## src/rtl/video_timing_detector.sv

```systemverilog
// video_timing_detector
//   Sink-side geometry analyser for a parallel RGB video stream. Measures
//   total/active pixels per line and total/active lines per frame. Reports
//   lock once LOCK_FRAMES consecutive frames measure identically, and flags
//   counter saturation (missing hs, runaway frames).
//
//   Optional feature: define FRAME_CRC_EN to add O_frame_crc, a per-frame
//   CRC-16-CCITT over the active pixels ({r,g,b}, MSB first). A CRC change
//   then also breaks lock.
//
// Ports
//   I_rgb_clk       pixel clock (only clock)
//   I_rst           synchronous reset, active high
//   I_rgb_vs/hs/de  syncs and data enable (sync polarity set by VS_POL/HS_POL)
//   I_rgb_r/g/b     pixel data (only consumed by the CRC option)
//   O_h_total       pixel clocks between hs leading edges
//   O_h_active      DE-high clocks in the last active line
//   O_v_total       hs leading edges per frame
//   O_v_active      lines with at least one DE-high clock
//   O_meas_valid    one-cycle pulse when the measurement outputs update
//   O_locked        geometry stable for LOCK_FRAMES frames
//   O_overflow      a counter saturated during the last frame
//   O_frame_crc     (FRAME_CRC_EN only) CRC of the last frame's active pixels
module video_timing_detector #(
  parameter int   CNT_W       = 12,
  parameter int   LOCK_FRAMES = 3,
  parameter logic VS_POL      = 1'b1,
  parameter logic HS_POL      = 1'b1
) (
  input  logic             I_rgb_clk,
  input  logic             I_rst,
  input  logic             I_rgb_vs,
  input  logic             I_rgb_hs,
  input  logic             I_rgb_de,
  input  logic [7:0]       I_rgb_r,
  input  logic [7:0]       I_rgb_g,
  input  logic [7:0]       I_rgb_b,
  output logic [CNT_W-1:0] O_h_total,
  output logic [CNT_W-1:0] O_h_active,
  output logic [CNT_W-1:0] O_v_total,
  output logic [CNT_W-1:0] O_v_active,
  output logic             O_meas_valid,
  output logic             O_locked,
`ifdef FRAME_CRC_EN
  output logic             O_overflow,
  output logic [15:0]      O_frame_crc
`else
  output logic             O_overflow
`endif
);

  localparam logic [CNT_W-1:0] CNT_MAX = {CNT_W{1'b1}};
  localparam logic [CNT_W-1:0] CNT_ONE = {{(CNT_W-1){1'b0}}, 1'b1};
  localparam logic [3:0]       LOCK_N  = 4'(LOCK_FRAMES);

  typedef enum logic {WAIT_VS = 1'b0, MEASURE = 1'b1} state_t;

  function automatic logic [CNT_W-1:0] sat_inc(input logic [CNT_W-1:0] v);
    return (v == CNT_MAX) ? v : v + CNT_ONE;
  endfunction

  state_t           state, state_nxt;
  logic             vs_p0, hs_p0, de_p0;
  logic             vs_p1, hs_p1;
  logic             vs_lead, hs_lead, frame_end;
  logic [CNT_W-1:0] hcnt, decnt, vcnt, vact;
  logic [CNT_W-1:0] h_total_cur, h_active_cur;
  logic [CNT_W-1:0] v_active_new;
  logic             ovf_flag, ovf_now, ovf_frame;
  logic             match;
  logic [3:0]       stable_cnt, stable_nxt;

`ifdef FRAME_CRC_EN
  localparam logic [15:0] CRC_INIT = 16'hFFFF;
  localparam logic [15:0] CRC_POLY = 16'h1021;

  function automatic logic [15:0] crc_step(input logic [15:0] crc_in,
                                           input logic [23:0] data);
    logic [15:0] c;
    c = crc_in;
    for (int i = 23; i >= 0; i--)
      c = {c[14:0], 1'b0} ^ ((c[15] ^ data[i]) ? CRC_POLY : 16'h0000);
    return c;
  endfunction

  logic [23:0] rgb_p0;
  logic [15:0] crc_run;
`else
  logic unused_rgb;
  assign unused_rgb = ^{I_rgb_r, I_rgb_g, I_rgb_b};
`endif

  // ---- stage p0: register pins, syncs normalised to 1 = active ----
  always_ff @(posedge I_rgb_clk) begin
    if (I_rst) begin
      vs_p0 <= 1'b0;
      hs_p0 <= 1'b0;
      de_p0 <= 1'b0;
      vs_p1 <= 1'b0;
      hs_p1 <= 1'b0;
    end else begin
      vs_p0 <= (I_rgb_vs == VS_POL);
      hs_p0 <= (I_rgb_hs == HS_POL);
      de_p0 <= I_rgb_de;
      vs_p1 <= vs_p0;
      hs_p1 <= hs_p0;
    end
  end

`ifdef FRAME_CRC_EN
  always_ff @(posedge I_rgb_clk) rgb_p0 <= {I_rgb_r, I_rgb_g, I_rgb_b};
`endif

  assign vs_lead = vs_p0 & ~vs_p1;
  assign hs_lead = hs_p0 & ~hs_p1;

  // ---- stage p1: FSM, counters, frame-end evaluation ----
  always_ff @(posedge I_rgb_clk) begin
    if (I_rst) state <= WAIT_VS;
    else       state <= state_nxt;
  end

  always_comb begin
    state_nxt = state;
    frame_end = 1'b0;
    case (state)
      WAIT_VS: if (vs_lead) state_nxt = MEASURE;
      MEASURE: frame_end = vs_lead;
      default: state_nxt = WAIT_VS;
    endcase
  end

  always_comb begin
    ovf_now   = (hcnt == CNT_MAX) || (decnt == CNT_MAX) ||
                (vcnt == CNT_MAX) || (vact == CNT_MAX);
    ovf_frame = ovf_flag || ovf_now;
    // A line still open at the vs edge that carried DE belongs to the
    // frame that is ending.
    v_active_new = (decnt != '0) ? sat_inc(vact) : vact;
    match = (h_total_cur  == O_h_total)  && (h_active_cur == O_h_active) &&
            (vcnt         == O_v_total)  && (v_active_new == O_v_active) &&
            !ovf_frame;
`ifdef FRAME_CRC_EN
    match = match && (crc_run == O_frame_crc);
`endif
    if (match)          stable_nxt = (stable_cnt >= LOCK_N) ? LOCK_N : stable_cnt + 4'd1;
    else if (ovf_frame) stable_nxt = 4'd0;
    else                stable_nxt = 4'd1;
  end

  always_ff @(posedge I_rgb_clk) begin
    if (I_rst) begin
      hcnt         <= '0;
      decnt        <= '0;
      vcnt         <= '0;
      vact         <= '0;
      h_total_cur  <= '0;
      h_active_cur <= '0;
      ovf_flag     <= 1'b0;
      stable_cnt   <= '0;
      O_h_total    <= '0;
      O_h_active   <= '0;
      O_v_total    <= '0;
      O_v_active   <= '0;
      O_meas_valid <= 1'b0;
      O_locked     <= 1'b0;
      O_overflow   <= 1'b0;
    end else begin
      if (hs_lead) begin
        h_total_cur <= sat_inc(hcnt);
        hcnt        <= '0;
        if (decnt != '0) h_active_cur <= decnt;
      end else begin
        hcnt <= sat_inc(hcnt);
      end

      // The DE count restarts at a vs edge too, so a line spanning the vs
      // edge is not counted active in both frames. The current clock's DE
      // belongs to the new line/frame.
      if (hs_lead || vs_lead) decnt <= de_p0 ? CNT_ONE : '0;
      else if (de_p0)         decnt <= sat_inc(decnt);

      if (vs_lead) begin
        // An hs edge coinciding with the vs edge opens line 1 of the new frame.
        vcnt     <= hs_lead ? CNT_ONE : '0;
        vact     <= '0;
        ovf_flag <= 1'b0;
      end else begin
        if (hs_lead) begin
          vcnt <= sat_inc(vcnt);
          if (decnt != '0) vact <= sat_inc(vact);
        end
        if (ovf_now) ovf_flag <= 1'b1;
      end

      O_meas_valid <= frame_end;
      if (frame_end) begin
        O_h_total  <= h_total_cur;
        O_h_active <= h_active_cur;
        O_v_total  <= vcnt;
        O_v_active <= v_active_new;
        O_overflow <= ovf_frame;
        stable_cnt <= stable_nxt;
        O_locked   <= (stable_nxt >= LOCK_N);
      end
    end
  end

`ifdef FRAME_CRC_EN
  always_ff @(posedge I_rgb_clk) begin
    if (I_rst) begin
      crc_run     <= CRC_INIT;
      O_frame_crc <= '0;
    end else begin
      if (vs_lead)     crc_run <= de_p0 ? crc_step(CRC_INIT, rgb_p0) : CRC_INIT;
      else if (de_p0)  crc_run <= crc_step(crc_run, rgb_p0);
      if (frame_end) O_frame_crc <= crc_run;
    end
  end
`endif

endmodule
```

## config.mk

```make
export PLATFORM = sky130hd
export DESIGN_NAME = video_timing_detector
export DESIGN_NICKNAME = d
export VERILOG_FILES = /design/src/rtl/video_timing_detector.sv
export SDC_FILE = /design/constraint.sdc
export NUM_CORES = 1
export LEC_CHECK = 0
export CORE_ASPECT_RATIO = 1.2
export CORE_MARGIN = 2
export CORE_UTILIZATION = 40
export DETAILED_ROUTE_END_ITERATION = 8
export HOLD_SLACK_MARGIN = 0.08
export PLACE_DENSITY_LB_ADDON = 0.3
export SYNTH_ARGS = -nofsm -noshare
export SYNTH_HDL_FRONTEND = slang
export SYNTH_SLANG_ARGS = --single-unit
```

## constraint.sdc

```tcl
create_clock -name I_rgb_clk -period 4.9 [get_ports I_rgb_clk]
set_clock_uncertainty 0.2 [all_clocks]
set_input_delay 0.98 -clock I_rgb_clk [delete_from_list [all_inputs] [get_ports I_rgb_clk]]
set_output_delay 0.98 -clock I_rgb_clk [all_outputs]
set_load 0.02 [all_outputs]
```

# After elaboration in Yosys (flattened, before gate mapping)
# Cells that the tools add are included.
# totals
regBits,134
in_bits,29
out_inout_bits,51
# op_classes
add_sub_neg,5
order_cmp,2
n_eq_ne,10
mux,17
bitwise_logic,4
n_reduce_logical,18
# op_table
cell,n
12-bit two-way mux,9
"12-bit by 1-bit adder with 12-bit output, second input constant",4
12-bit == test,4
"12-bit == test, second input constant",4
12-bit nonzero test,1
"4-bit by 2-bit >= comparator with 1-bit output, second input constant",2
4-bit two-way mux,2
1-bit two-way mux,6
2-bit AND reduction,3
1-bit logical OR,5
"4-bit by 1-bit adder with 4-bit output, second input constant",1
1-bit logical AND,4
2-bit nonzero test,2
2-bit OR reduction,2
1-bit AND,2
"2-bit by 1-bit != test with 1-bit output, second input constant",1
"2-bit != test, second input constant",1
1-bit inverter,2
1-bit logical NOT,1

# Longest topological paths before layout
# logic_depth
word_depth,9
ltp_mapped,11
ltp_nobuf,10

# Least setup slack after synthesis
# Ideal clock, no wire load.
# synth_timing
path_type,register to register
startpoint,register decnt[0]
endpoint,register O_locked
setup_time_ns,0.070
t_arrival_ns,2.700
required_ns,4.630
setup_slack_ns,1.929
stages_incl_launch_ff,11
period_less_slack_ns,2.971
path_cell_list,dfxtp_1 > inv_1 > ha_1 > or4b_4 > o311a_1 > mux2_4 > xnor2_2 > o221a_2 > nand4_2 > or4_1 > a21oi_1
# synth_between
elab_chain_cells,9
word_cells_on_any_way,14
classes_between,order compare (1); eq/ne (2); mux (3); reduce/logical (8)
# synth_rtl
item,line,source
"start, declared",66,"logic [CNT_W-1:0] hcnt, decnt, vcnt, vact;"
"start signal, assigned",180,if (hs_lead || vs_lead) decnt <= de_p0 ? CNT_ONE : '0;
"start signal, assigned",181,else if (de_p0) decnt <= sat_inc(decnt);
"parallel branches: the longest is 7 deep, another holds 12-bit nonzero test",--,
4-bit two-way mux (*),146,if (match) stable_nxt = (stable_cnt >= LOCK_N) ? LOCK_N : stable_cnt + 4'd1;
4-bit by 2-bit >= comparator with 1-bit output (*),204,O_locked <= (stable_nxt >= LOCK_N);
"end signal, assigned",204,
"end, declared",43,"output logic O_locked,"
# Mark *: on every way between the ends.
# A chain may end at the register's enable or synchronous reset.

# Worst setup path in the final report
# layout_timing
startpoint,register decnt[0]
endpoint,register stable_cnt[1]
# layout_between
elab_chain_cells,8
word_cells_on_any_way,12
classes_between,eq/ne (2); mux (2); reduce/logical (8)
# layout_rtl
item,line,source
"parallel branches: the longest is 6 deep, another holds 12-bit nonzero test",--,
1-bit logical AND (*),141,(vcnt == O_v_total) && (v_active_new == O_v_active) &&
4-bit two-way mux (*),146,
"end signal, assigned",203,stable_cnt <= stable_nxt;
"end, declared",71,"logic [3:0] stable_cnt, stable_nxt;"
# Marked as above.

==> impl_metrics.csv <==
group,metric,value,unit
grt,grt_pass1_wl,25200,um
timing,maxSlewViolCount,0,
timing,rsz0062_at_grt,"no",
placement,dp_slack,1.46,ns
cells_and_area,num-fill-cells,1444,
timing,fin_setup_tns,0,ns
critical_path,crit_path_max_fanout,12,
cells_and_area,drive_gt1_share,6.47,%
cts,numCtsBuffers,17,
floorplanning,design.core.area,14900,um^2
timing,period_needed,3.55,ns
detailed_routing,ant_nets,0,
floorplanning,die-area,16100,um^2
critical_path,r2r_start,"decnt[0]",
critical_path,worst_path_largest_cell_delay,0.52,ns
outcome,outcome,"complete, no violations",
detailed_routing,drc_errors,0,
detailed_routing,wire_per_inst,15.0,um
cts,htreeDepth,4,
power_and_ir_drop,cellPowerDensity,339,nW/um^2
power_and_ir_drop,p_sw,0.584,mW
power_and_ir_drop,seq_power_share,44.8,%
floorplanning,boundaryPins,80,
synth,synth_cells,750,
cells_and_area,antenna_cells,0,
synth,syn-num-nets,785,
critical_path,cp.arrival,3.70,ns
cells_and_area,area_growth,21.1,%
floorplanning,initial_core_util,40.6,%
timing,finalSetupViolCount,0,
floorplanning,die_x,116,um
cells_and_area,layout.nets,826,
grt,globalRouteTotalUtil,19.9,%
run,cap_violations,0,
cts,cts_setup_buffers,0,
critical_path,slowest_stage,"or4_1",
synth,syn_avg_cell_area,8.07,um^2
synth,ys_seq_area_share,44.3,%
timing,hold_viol,0,
cts,cts.sinks,134,
timing,fin_ws,1.35,ns
synth,yosys_warnings,0,
critical_path,cp_top_family,"simple AND/OR/NAND/NOR gates",
synth,synth_edf_count,0,
critical_path,ff2ff_path_depth,10,
grt,grt_max_degree,89,
critical_path,worst-path-buf-inv,1,
placement,gp_congestion,0.894,
floorplanning,die_y,139,um
synth,synthFlopType,"dfxtp_1",
synth,async_flop_share,0,%
cts,ctsHoldBuffers,0,
floorplanning,num_rows,49,
critical_path,worst-r2r-setup-slack,1.35,ns
detailed_routing,avgViaCountPerCell,5.21,
synth,synth_seq_cells,134,
placement,port_buffers,55,
power_and_ir_drop,irDropWorstVdd,0.000237,V
detailed_routing,drt_wl_total,15200,um
hold_path,whs_endpoint,"stable_cnt[1]",
detailed_routing,dr.first_iter.drc_count,345,
cts,cts_tree,"built",
hold_path,hold_path_startpoint,"stable_cnt[1]",
critical_path,crit_chain,"inv_1, ha_1, or4b_4, o31a_1, nand3b_1, a21boi_0, nor4b_1, nand4_1, or4_1, a21oi_1",
cts,cts_resized,0,
cts,clockBufferDepth,2,
detailed_routing,vias,5254,
synth,ys_types,57,
timing,relSlewSlack,34.6,%
detailed_routing,first_pass_iters,8,
critical_path,r2r_end,"stable_cnt[1]",
critical_path,critPathKind,"flip-flop to flip-flop",
critical_path,worstSetupStartpoint,"decnt[0]",
timing,period_share,72.5,%
critical_path,crit_path_end_kind,"flip-flop",
power_and_ir_drop,clkPwrFrac,50.9,%
power_and_ir_drop,swShare,23.5,%
critical_path,start_kind,"flip-flop",
cts,insertion_delay,0.43,ns
hold_path,holdPathStages,2,
grt,grt_antenna_before_repair,0,
synth,synth.cell_area,6060,um^2
timing,fmax,0.282,GHz
grt,gr-total-overflow,0,
power_and_ir_drop,p_int,1.90,mW
cts,cts.clk_slew.worst_paths,0.05,ns
cells_and_area,register_area,2680,um^2
critical_path,path_depth,10,
cts,ctsRootBufferMaster,"clkbuf_16",
hold_path,min_path_type,"flip-flop to flip-flop",
timing,hold-worst-slack,0.262,ns
power_and_ir_drop,p_comb_share,4.3,%
grt,grt_pass1_vias,4995,
power_and_ir_drop,leakagePower,2.72,nW
critical_path,worstPathRequired,5.05,ns
cells_and_area,multi_input_area,3200,um^2
timing,worstMarginPinSlew,0.981,ns
placement,hpwl,10300,um
==> Yosys cell counts (3+ instances only) <==
| library cell | instances | share of area [%] |
|---|---|---|
| and2_1 | 3 | 0.31 |
| nor4_1 | 13 | 1.3 |
| a211oi_1 | 13 | 1.6 |
| or3_1 | 6 | 0.62 |
| dfxtp_1 | 134 | 44 |
| nor3_1 | 10 | 0.83 |
| o31ai_1 | 3 | 0.37 |
| a21oi_1 | 86 | 7.1 |
| xor2_1 | 53 | 7.7 |
| mux2i_1 | 7 | 1.2 |
| buf_1 | 4 | 0.25 |
| nand2b_1 | 8 | 0.83 |
| or4_1 | 3 | 0.37 |
| nor2b_1 | 12 | 1.2 |
| clkbuf_1 | 31 | 1.9 |
| a311oi_1 | 4 | 0.58 |
| ha_1 | 6 | 1.2 |
| nand4_1 | 12 | 1.2 |
| inv_1 | 7 | 0.43 |
| o21ai_0 | 9 | 0.74 |
| nand3_1 | 21 | 1.7 |
| nor4b_1 | 3 | 0.43 |
| nand2_1 | 151 | 9.4 |
| xnor2_1 | 10 | 1.4 |
| and3_1 | 14 | 1.4 |
| nor2_1 | 87 | 5.4 |
==> layout by cell type (no fill, tap or decap), drive strengths merged, types with 3 or more instances in the layout <==
master and instances:
and4 3, clkdlybuf4s50 54, nor4b 3, nor2 87, xor2 53, and3 14
dfxtp 134, nand2b 8, xnor2 11, and2 3, clkbuf 18, o31ai 4
buf 6, or3 6, mux2i 7, nand3 21, nand2 151, a311oi 4
nor2b 12, clkinv 6, or4 4, nand4 13, nor3 10, o21ai 10
mux2 3, nor4 13, ha 6, inv 11, a21oi 86, a211oi 13
==> through the flow <==
step	util (%)	total power [mW]	area [um^2]	std cells
2_1_floorplan	-	1.21	6060	750
3_3_place_gp	45.3	1.24	6750	976
3_5_place_dp	45.3	1.24	6750	976
4_1_cts	49.2	2.51	7330	1008
5_1_grt	49.2	2.57	7330	1008
6_report	49.2	2.48	7330	1008
==> worst max path at each step <==
stage | endpoint | slack [ns]
finish | stable_cnt[1] | 1.35
global route | O_locked | 1.21
CTS | stable_cnt[1] | 1.42
detailed placement | O_locked | 1.46
global placement | stable_cnt[1] | 1.45
floorplan | O_locked | 1.93
==> cell type report <==
class | count | area share [%]
clock buffers | 18 | 5.99
clock inverters | 14 | 2.01
repair buffers | 60 | 7.95
multi-input cells | 571 | 43.6
flip-flops and latches | 134 | 36.6
inverters | 7 | 0.358
well taps | 204 | 3.48
==> power groups by stage <==
stage	clock [mW]	combinational, mW	sequential, mW
after floorplan	0	0.0737	1.14
after global placement	0	0.107	1.14
after detailed placement	0	0.107	1.14
after CTS	1.29	0.107	1.11
after global routing	1.33	0.118	1.11
final	1.26	0.107	1.11
==> kinds of logic after synthesis <==
logic type,Yosys count,synth area share (%)
xor+xnor,64,9.38
buf+inv,45,2.95
flops,134,44.3
compound gates,137,13.5
fa+ha+maj,6,1.24
simple gates,354,26.8
mux,10,1.78
==> tightest hold or removal path, delay by kind of cell, from the launching register on <==
| family | cells | cell delay, ns |
|---|---|---|
| AND/OR/NAND/NOR | 1 | 0.05 |
| flip-flops | 1 | 0.31 |
| AO/OA/AOI/OAI | 1 | 0.05 |
==> metal layers <==
layer | track usage, % | share of wire (%) | vias to the layer above
li1 | - | - | 2661
met1 | 26.0 | 45 | 2442
met2 | 31.5 | 47 | 129
met3 | 4.59 | 5.1 | 22
met4 | 8.21 | 2.1 | 0
met5 | 0 | 0 | -
Note: power is estimated with default switching activity, not from simulation.
